**config.mk**
```make
export PLATFORM = sky130hd
export DESIGN_NAME = seg_scan_controller
export DESIGN_NICKNAME = d
export VERILOG_FILES = /design/src/rtl/seg_scan_pkg.sv /design/src/rtl/seg_decoder.sv /design/src/rtl/seg_scan_controller.sv
export SDC_FILE = /design/constraint.sdc
export NUM_CORES = 1
export LEC_CHECK = 0
export ABC_AREA = 1
export CORE_MARGIN = 8
export CORE_UTILIZATION = 55
export DETAILED_ROUTE_END_ITERATION = 10
export HOLD_SLACK_MARGIN = 0.1
export PLACE_DENSITY = 0.8
export SLEW_MARGIN = 20
export SYNTH_ARGS = -nofsm -noshare
export SYNTH_HDL_FRONTEND = slang
export SYNTH_SLANG_ARGS = --single-unit
```
**constraint.sdc**
```tcl
create_clock -name clk -period 4.2 [get_ports clk]
set_clock_uncertainty 0.05 [all_clocks]
set_input_delay 1.26 -clock clk [delete_from_list [all_inputs] [get_ports clk]]
set_output_delay 1.26 -clock clk [all_outputs]
set_load 0.005 [all_outputs]
```
**src/rtl/seg_scan_pkg.sv**
```systemverilog
// rtl/seg_scan_pkg.sv - shared types, segment table and digit search for the scan controller
package seg_scan_pkg;

    typedef enum logic [1:0] {
        IDLE  = 2'd0,
        BLANK = 2'd1,
        DWELL = 2'd2
    } state_e;

    localparam logic [6:0] SEG_BLANK = 7'h7F;

    // Active-low {g,f,e,d,c,b,a} patterns for hex 0..F
    localparam logic [6:0] SEG_TABLE [16] = '{
        7'h40, 7'h79, 7'h24, 7'h30, 7'h19, 7'h12, 7'h02, 7'h78,
        7'h00, 7'h10, 7'h08, 7'h03, 7'h46, 7'h21, 7'h06, 7'h0E
    };

    // First set bit strictly after cur, wrapping within n digits; cur itself is found last.
    function automatic logic [2:0] next_enabled(input logic [7:0] mask,
                                                input logic [2:0] cur,
                                                input int         n);
        logic [2:0] res;
        logic       found;
        logic [3:0] idx;
        res   = cur;
        found = 1'b0;
        for (int k = 1; k <= 8; k++) begin
            idx = {1'b0, cur} + 4'(k);
            if (idx >= 4'(n)) begin
                idx = idx - 4'(n);
            end
            if (!found && (k <= n) && mask[idx[2:0]]) begin
                res   = idx[2:0];
                found = 1'b1;
            end
        end
        return res;
    endfunction

endpackage

```
**src/rtl/seg_decoder.sv**
```systemverilog
// rtl/seg_decoder.sv - combinational hex nibble to active-low seven-segment pattern
module seg_decoder
    import seg_scan_pkg::*;
(
    input  logic [3:0] hex_i,
    output logic [6:0] seg_o
);

    assign seg_o = SEG_TABLE[hex_i];

endmodule

```
**src/rtl/seg_scan_controller.sv**
```systemverilog
// rtl/seg_scan_controller.sv - round-robin seven-segment digit scanner with frame-atomic updates
module seg_scan_controller
    import seg_scan_pkg::*;
#(
    parameter int NUM_DIGITS   = 2,
    parameter int DWELL_CYCLES = 24000,
    parameter int BLANK_CYCLES = 240
) (
    input  logic                    clk,
    input  logic                    reset,
    input  logic                    upd_valid,
    input  logic [4*NUM_DIGITS-1:0] upd_data,
    output logic                    upd_ready,
    input  logic [NUM_DIGITS-1:0]   digit_mask,
    output logic [NUM_DIGITS-1:0]   dig_on,
    output logic [6:0]              seg,
    output logic [2:0]              cur_digit,
    output logic                    frame_done
);

    localparam int MAX_CYCLES = (DWELL_CYCLES > BLANK_CYCLES) ? DWELL_CYCLES : BLANK_CYCLES;
    localparam int CW         = $clog2(MAX_CYCLES + 1);
    localparam logic [CW-1:0] DWELL_LOAD = CW'(DWELL_CYCLES - 1);
    localparam logic [CW-1:0] BLANK_LOAD = CW'((BLANK_CYCLES > 0) ? BLANK_CYCLES - 1 : 0);

    state_e                  state_q, state_d;
    logic [CW-1:0]           cnt_q, cnt_d;
    logic [2:0]              cur_q, cur_d;
    logic [NUM_DIGITS-1:0]   dig_on_q, dig_on_d;
    logic [6:0]              seg_q, seg_d;
    logic                    frame_done_q, frame_done_d;
    logic [4*NUM_DIGITS-1:0] active_q, active_d;
    logic [4*NUM_DIGITS-1:0] pbuf_q, pbuf_d;
    logic                    pending_q, pending_d;

    logic                    apply;
    logic                    enter_visit;
    logic [7:0]              mask8;
    logic [3:0]              nibble;
    logic [6:0]              dec_seg;

    assign mask8 = 8'(digit_mask);

    always_comb begin
        state_d      = state_q;
        cnt_d        = cnt_q;
        cur_d        = cur_q;
        dig_on_d     = dig_on_q;
        frame_done_d = 1'b0;
        active_d     = active_q;
        pbuf_d       = pbuf_q;
        pending_d    = pending_q;
        apply        = 1'b0;
        enter_visit  = 1'b0;

        case (state_q)
            IDLE: begin
                apply    = pending_q;
                dig_on_d = '0;
                if (digit_mask != '0) begin
                    cur_d       = next_enabled(mask8, 3'(NUM_DIGITS - 1), NUM_DIGITS);
                    enter_visit = 1'b1;
                end
            end
            BLANK: begin
                if (cnt_q == '0) begin
                    state_d  = DWELL;
                    cnt_d    = DWELL_LOAD;
                    dig_on_d = NUM_DIGITS'(8'b1 << cur_q);
                end else begin
                    cnt_d = cnt_q - 1'b1;
                end
            end
            DWELL: begin
                if (cnt_q == '0) begin
                    if (digit_mask == '0) begin
                        state_d  = IDLE;
                        dig_on_d = '0;
                    end else begin
                        cur_d       = next_enabled(mask8, cur_q, NUM_DIGITS);
                        enter_visit = 1'b1;
                        // Wrapping back to an equal or lower index closes the frame
                        if (cur_d <= cur_q) begin
                            frame_done_d = 1'b1;
                            apply        = pending_q;
                        end
                    end
                end else begin
                    cnt_d = cnt_q - 1'b1;
                end
            end
            default: begin
                state_d  = IDLE;
                dig_on_d = '0;
            end
        endcase

        if (enter_visit) begin
            if (BLANK_CYCLES == 0) begin
                state_d  = DWELL;
                cnt_d    = DWELL_LOAD;
                dig_on_d = NUM_DIGITS'(8'b1 << cur_d);
            end else begin
                state_d  = BLANK;
                cnt_d    = BLANK_LOAD;
                dig_on_d = '0;
            end
        end

        if (apply) begin
            active_d  = pbuf_q;
            pending_d = 1'b0;
        end

        // An update accepted on a boundary cycle waits for the next boundary
        if (upd_valid && !pending_q) begin
            pbuf_d    = upd_data;
            pending_d = 1'b1;
        end
    end

    always_comb begin
        nibble = 4'h0;
        for (int i = 0; i < NUM_DIGITS; i++) begin
            if (cur_d == 3'(i)) begin
                nibble = active_d[4*i +: 4];
            end
        end
    end

    seg_decoder u_seg_decoder (
        .hex_i (nibble),
        .seg_o (dec_seg)
    );

    assign seg_d = (state_d == IDLE) ? SEG_BLANK : dec_seg;

    always_ff @(posedge clk or negedge reset) begin
        if (!reset) begin
            state_q      <= IDLE;
            cnt_q        <= '0;
            cur_q        <= 3'd0;
            dig_on_q     <= '0;
            seg_q        <= SEG_BLANK;
            frame_done_q <= 1'b0;
            active_q     <= '0;
            pbuf_q       <= '0;
            pending_q    <= 1'b0;
        end else begin
            state_q      <= state_d;
            cnt_q        <= cnt_d;
            cur_q        <= cur_d;
            dig_on_q     <= dig_on_d;
            seg_q        <= seg_d;
            frame_done_q <= frame_done_d;
            active_q     <= active_d;
            pbuf_q       <= pbuf_d;
            pending_q    <= pending_d;
        end
    end

    assign upd_ready  = ~pending_q;
    assign dig_on     = dig_on_q;
    assign seg        = seg_q;
    assign cur_digit  = cur_q;
    assign frame_done = frame_done_q;

endmodule

```
# == Word-level counts from Yosys, hierarchy flattened ==
# Memory sizes are Yosys's and may differ from the RTL's.
# Cells that the tools add are included.
# word_totals
n_memories,1
elab_cells,121
rom_bits,112
inputBits,13
register_bits,47
output_inout_bits,14
# memory_table
memory,words,width,read_ports,rd_ports_with_merged_regs,wr,line,source
(no name shown),16,7,1,0,0,seg_decoder.sv:9,assign seg_o = SEG_TABLE[hex_i];
# op_classes
n_mux,72
shifts,1
bitwise,2
magnitude_cmp,8
reduce_logical,16
addsub,5
eq_ne,7
# op_table
op,count
3-bit two-way mux,22
15-bit two-way mux,3
15-bit case mux with 2 select lines,1
1-bit two-way mux,23
7-bit two-way mux,3
3-bit by 4-bit < comparator with 1-bit output (second input constant),4
2-bit two-way mux,8
15-bit zero test,1
15-bit by 1-bit subtractor with 15-bit output (second input constant),1
1-bit binary-select mux with 3-bit select,4
3-bit inequality test (second input constant),4
4-bit by 2-bit >= comparator with 1-bit output (second input constant),2
4-bit two-way mux,2
8-bit two-way mux,1
2-bit zero test,3
2-bit case mux with 3 select lines,1
3-bit case mux with 2 select lines,1
3-bit by 2-bit subtractor with 3-bit output (second input constant),2
5-bit >= comparator (second input constant),1
4-bit inverter with 5-bit output,1
3-bit by 1-bit adder with 4-bit output (second input constant),1
3-bit by 2-bit adder with 4-bit output (second input constant),1
1-bit case mux with 2 select lines,2
2-bit case mux with 2 select lines,1
13 further kinds,18

# == Depth between registers and ports, before layout ==
# depth
depth_word,31
mapped_depth,27
depth_no_buf,27

# == Cells and area by module ==
# A second synthesis with hierarchy kept.
# hier_totals
cells_unflattened,356
hier_area_um2,2877.8
# by_module_without_submodules
module,cells_per_inst,instances,seq_area_each_um2,area_each_um2
seg_scan_controller,307,1,1184.9,2603.7
seg_decoder,49,1,0.0,274.0

# == Worst setup path before layout ==
# No wires, ideal clock.
# synth_path
kind,input -> register
startpoint,in digit_mask[0]
endpoint,"reg seg_q[3], in the netlist seg[3]"
t_arrival_ps,3512
cell_stages,23
n_path_buf,0
setup_ps,83
slack_ps,555
t_required_ps,4067
cell_sequence,nand2_1 nand2_1 nand2_1 nor2_2 nor2_1 nand2_1 inv_1 ha_1 a21oi_1 nand2_1 a21oi_1 nand4_2 nand2_4 nand2_1 nand2_1 nand2_1 nand2_1 inv_1 ha_1 inv_1 nand3_1 nand3_1 nand3_1
# synth_via
word_cells_on_any_way,56
classes_between,order compare (1); eq/ne (1); mux (44); bitwise (1); reduce/logical (8); memory (1)
# synth_rtl
item,line,source
start: declaration,seg_scan_controller.sv:14,"input logic [NUM_DIGITS-1:0] digit_mask,"
1-bit binary-select mux with 3-bit select,seg_scan_pkg.sv:32,if (!found && (k <= n) && mask[idx[2:0]]) begin
1-bit two-way mux (not written as such),seg_scan_pkg.sv:32,
1-bit two-way mux,seg_scan_pkg.sv:32,
1-bit two-way mux,seg_scan_controller.sv:76,if (digit_mask == '0) begin
1-bit two-way mux,seg_scan_controller.sv:75,if (cnt_q == '0) begin
1-bit two-way mux,seg_scan_controller.sv:56,case (state_q)
1-bit zero test,seg_scan_pkg.sv:32,
1-bit logical AND,seg_scan_pkg.sv:32,
[9 not listed],n/a,
8-bit two-way mux (*),seg_scan_controller.sv:110,if (apply) begin
net active_d[5],seg_scan_controller.sv:32,"logic [4*NUM_DIGITS-1:0] active_q, active_d;"
4-bit two-way mux (*),seg_scan_controller.sv:125,if (cur_d == 3'(i)) begin
4-bit inverter with 5-bit output (not written as such) (*),seg_decoder.sv:9,
memory read 16 x 7 bit (*),n/a,
7-bit two-way mux (not written as such) (*) (2 in a row),seg_decoder.sv:9,
7-bit two-way mux (*),seg_scan_controller.sv:136,assign seg_d = (state_d == IDLE) ? SEG_BLANK : dec_seg;
net seg_d[3],seg_scan_controller.sv:30,"logic [6:0] seg_q, seg_d;"
end signal: assignment,seg_scan_controller.sv:154,seg_q <= seg_d;
end: declaration,seg_scan_controller.sv:30,
# Mark *: on every way through the listed nets, which the timed path passes. The rest lies on a longest branch. The select of a mux whose other input is x is not followed.
# A chain may end at the register's enable or synchronous reset.

# == Worst setup path in the final report ==
# layout_path
startpoint,in digit_mask[0]
endpoint,"reg seg_q[3], in the netlist seg[3]"
# layout_via
elab_chain_cells,25
word_cells_on_any_way,56
classes_between,order compare (1); eq/ne (1); mux (44); bitwise (1); reduce/logical (8); memory (1)
# layout_lines
item,line
1-bit binary-select mux with 3-bit select,seg_scan_pkg.sv:32
1-bit two-way mux (not written as such),seg_scan_pkg.sv:32
1-bit two-way mux,seg_scan_pkg.sv:32
1-bit two-way mux,seg_scan_controller.sv:76
1-bit two-way mux,seg_scan_controller.sv:75
1-bit two-way mux,seg_scan_controller.sv:56
1-bit zero test,seg_scan_pkg.sv:32
1-bit logical AND,seg_scan_pkg.sv:32
[9 not listed],n/a
8-bit two-way mux (*),seg_scan_controller.sv:110
net active_d[1],seg_scan_controller.sv:32
4-bit two-way mux (*) (2 in a row),seg_scan_controller.sv:125
4-bit inverter with 5-bit output (not written as such) (*),seg_decoder.sv:9
memory read 16 x 7 bit (*),n/a
7-bit two-way mux (not written as such) (*) (2 in a row),seg_decoder.sv:9
7-bit two-way mux (*),seg_scan_controller.sv:136
net seg_d[3],seg_scan_controller.sv:30
# Marked as above.

==> summary.txt <==
Outcome
  – Status: finished, final reports clean

CTS
  – Hold buffers post-CTS: 0
  – CTS tree: yes
  – Clock buffer depth: 2
  – Reg clk slew, reported paths: 0.10 ns
  – Worst skew pair latency: 0.31 ns
  – H-tree Lvls: 2
  – Clock sink count: 47
  – CTS Root Buffer Type: clkbuf_8
  – Num CTS Buffers: 5

Die
  – Starting density of the core: 55.9%
  – Die width: 87.4 um
  – Num rows: 26
  – Die area: 7630 um^2
  – Die span in y: 87.4 um
  – Core Area: 5010 um^2
  – I/O pins: 27

Yosys
  – Synthesized cell area: 2800 um^2
  – Main synth FF type: dfrtp_1
  – Mapped Cells: 340
  – Ys Warns: 0
  – Number of synthesized flops with an enable pin: 0
  – Synth Area per Inst: 8.24 um^2
  – Top-count cell post-synth: nand2_1
  – Post-synth top area cell: dfrtp_1
  – Synth cell count leaders: nand2_1 (95), dfrtp_1 (40), inv_1 (38), nand3_1 (28), o21ai_0 (18)
  – Post-synthesis sequential area ratio: 42.3%
  – Area contributors post-synth: dfrtp_1 (36%), nand2_1 (13%), ha_1 (7.1%), dfstp_2 (6.6%), inv_1 (5.1%)
  – Yosys reg bits: 47
  – Yosys top cell area share: 35.7%
  – Async SR Flop Fraction: 100%
  – Post-Syn Nets: 369
  – Yosys cell types: 33

Finish
  – Share of cells above drive strength 1: 21.8%
  – Nets: 414
  – Cell Count, Final, Fillers Out: 456
  – Final core utilization: 66.8%
  – Area Growth Syn to Fin: 19.6%
  – N_diodes: 0

Setup path
  – Crit path DAT: 3.86 ns
  – CP most frequent cell: nand2_1
  – Slowest stage cell on the critical path: ha_1
  – WS Path Type: input port to flop
  – Crit Path Max Fanout: 8
  – Req. time, crit path: 4.37 ns
  – Crit end category: flop
  – Critical Path Max Stage Delay: 0.29 ns
  – CP Launch Type: input port

Timing
  – Slew Limit Headroom: 61.5%
  – Fin Hold WS: 0.433 ns
  – Worst Tran Pin Value: 0.577 ns
  – Setup TNS: 0 ns
  – Max-slew violations: 0
  – Final hold vios: 0
  – Final setup fails: 0
  – Final min period: 3.69 ns
  – RSZ-0062 raised after global routing: false
  – Period utilization: 87.8%
  – Max frequency: 0.271 GHz

Run
  – Max-cap violations: 0

Global routing
  – First-pass GRT wire length: 9.76 mm
  – Vias in the first global route: 2259
  – Largest net degree at the start of global routing: 48
  – All-Layer GR Usage: 15.8%
  – Initial antenna violation count: 0
  – Global route total overflow: 0

Pwr
  – Internal power: 647 uW
  – Clk network pwr share: 33.2%
  – Sequential share of power: 57.7%
  – Max VDD drop: 0.178 mV
  – Net Switching: 220 uW
  – Switch share: 25.4%
  – Combinational power share: 9.1%
  – P_leak: 1.71 nW
  – Power density over the cells: 259 nW/um^2

Detailed routing
  – Detailed Route Iter0 Violations: 105
  – Iteration count of the initial detailed-routing pass: 4
  – Final antenna-violating net count: 0
  – Routed WL: 5.70 mm
  – Via Count: 2339
  – DRC errors left: 0
  – Routed wl met2: 2.86 mm
  – WL/cell: 12.5 um
  – DR top layer: met4
  – WL met1: 2.58 mm
  – Vias per cell: 5.13
  – Routed wl met3: 221 um

Placed design
  – Cells after DPL: 446
  – DP HPWL: 4.24 mm
  – Routability cong.: 0.865
  – Port buffer count: 26

Worst hold path
  – HP Class: flop to flop
==> placed cells by master, fill, tap and decap left out, types with 4 or more instances in the layout <==
cell | synthesis | layout
ha_1 | 16 | 15
xor2_1 | 7 | 7
nand3_2 | 4 | 4
o21ai_1 | 4 | 4
nand2_1 | 95 | 93
nand2_4 | 5 | 5
dfrtp_1 | 40 | 40
nand3_1 | 28 | 28
dfstp_2 | 7 | 7
nand2_2 | 6 | 8
a21oi_1 | 6 | 4
buf_4 | 1 | 16
nor2_2 | 8 | 8
inv_1 | 38 | 35
o21ai_0 | 18 | 18
clkbuf_8 | 0 | 5
clkdlybuf4s50_1 | 0 | 23
mux2_2 | 8 | 8
inv_2 | 7 | 10
nor2_1 | 17 | 17
==> routing by layer <==
| metal | global-route usage, % | vias to the layer above |
|---|---|---|
| met5 | 0 | - |
| met4 | 5.00 | 0 |
| met3 | 3.58 | 4 |
| met2 | 27.1 | 40 |
| met1 | 19.1 | 1111 |
| li1 | - | 1184 |
==> final timing paths <==
kind | start | slack (ns) | endpoint | depth (start not counted)
worst max-delay path | digit_mask[0] | 0.51 | seg[3] | 25
worst min-delay path | active_q[1] | 0.43 | active_q[1] | 2
worst max register to register | cur_digit[1] | 0.63 | seg[3] | 26
worst min register to register | active_q[1] | 0.43 | active_q[1] | 2
max in group asynchronous | reset | 2.81 | active_q[7] | 1
min in group asynchronous | reset | 0.89 | dig_on[1] | 1
==> what timing repair did <==
action                     in CTS  in global routing
setup endpoints to repair       0                  7
gates resized for setup         0                 10
buffers inserted                0                  2
==> power by group through the flow <==
stage	registers [mW]	logic (mW)	clock network [mW]
3_3_place_gp	0.508	0.0752	0
4_1_cts	0.501	0.0778	0.295
6_report	0.501	0.0787	0.288
5_1_grt	0.504	0.0889	0.306
3_5_place_dp	0.510	0.0776	0
2_1_floorplan	0.502	0.0448	0
==> worst max-delay path: cells and delay by family <==
kind	cells	cell delay, ns
and+or+nand+nor	17	1.44
adders and majority gates	2	0.47
buffers and inverters	4	0.39
AOI/OAI and AO/OA	2	0.31
==> area by class of cell <==
cell class	count	area [um^2]
well taps	70	87.6
fillers	442	1660
clock buffers	5	68.8
inverters	47	180
clock inverters	3	25.0
repair buffers	41	375
flip-flops and latches	47	1180
multi-input cells	243	1430
==> through the flow <==
| step | setup WS, ns | power (mW) | cell area [um^2] |
|---|---|---|---|
| after detailed placement | -0.184 | 0.587 | 3220 |
| after floorplan | 0.555 | 0.547 | 2800 |
| final | 0.512 | 0.867 | 3350 |
| after global routing | 0.214 | 0.899 | 3350 |
| after CTS | 0.136 | 0.874 | 3310 |
| after global placement | -0.131 | 0.583 | 3220 |
==> flip-flops by register name, summed over array words and instances, names as in the netlist <==
register	count
state_q	2
pending_q	1
cur_digit	3
dig_on	2
frame_done	1
pbuf_q	8
cnt_q	15
active_q	8
seg	7
==> cell families (layout without fill, tap and decap cells) <==
group / after synthesis / after routing / synth area share [%]
muxes: 8 / 8 / 3.22
adders and majority gates: 16 / 16 / 7.15
xor gates and xnor gates: 8 / 8 / 2.50
AOI/OAI and AO/OA: 38 / 38 / 7.69
and+or+nand+nor: 173 / 173 / 29.8
DFF: 47 / 47 / 42.3
buffers and inverters: 50 / 96 / 7.28
Note: power is estimated with default switching activity, not from simulation.
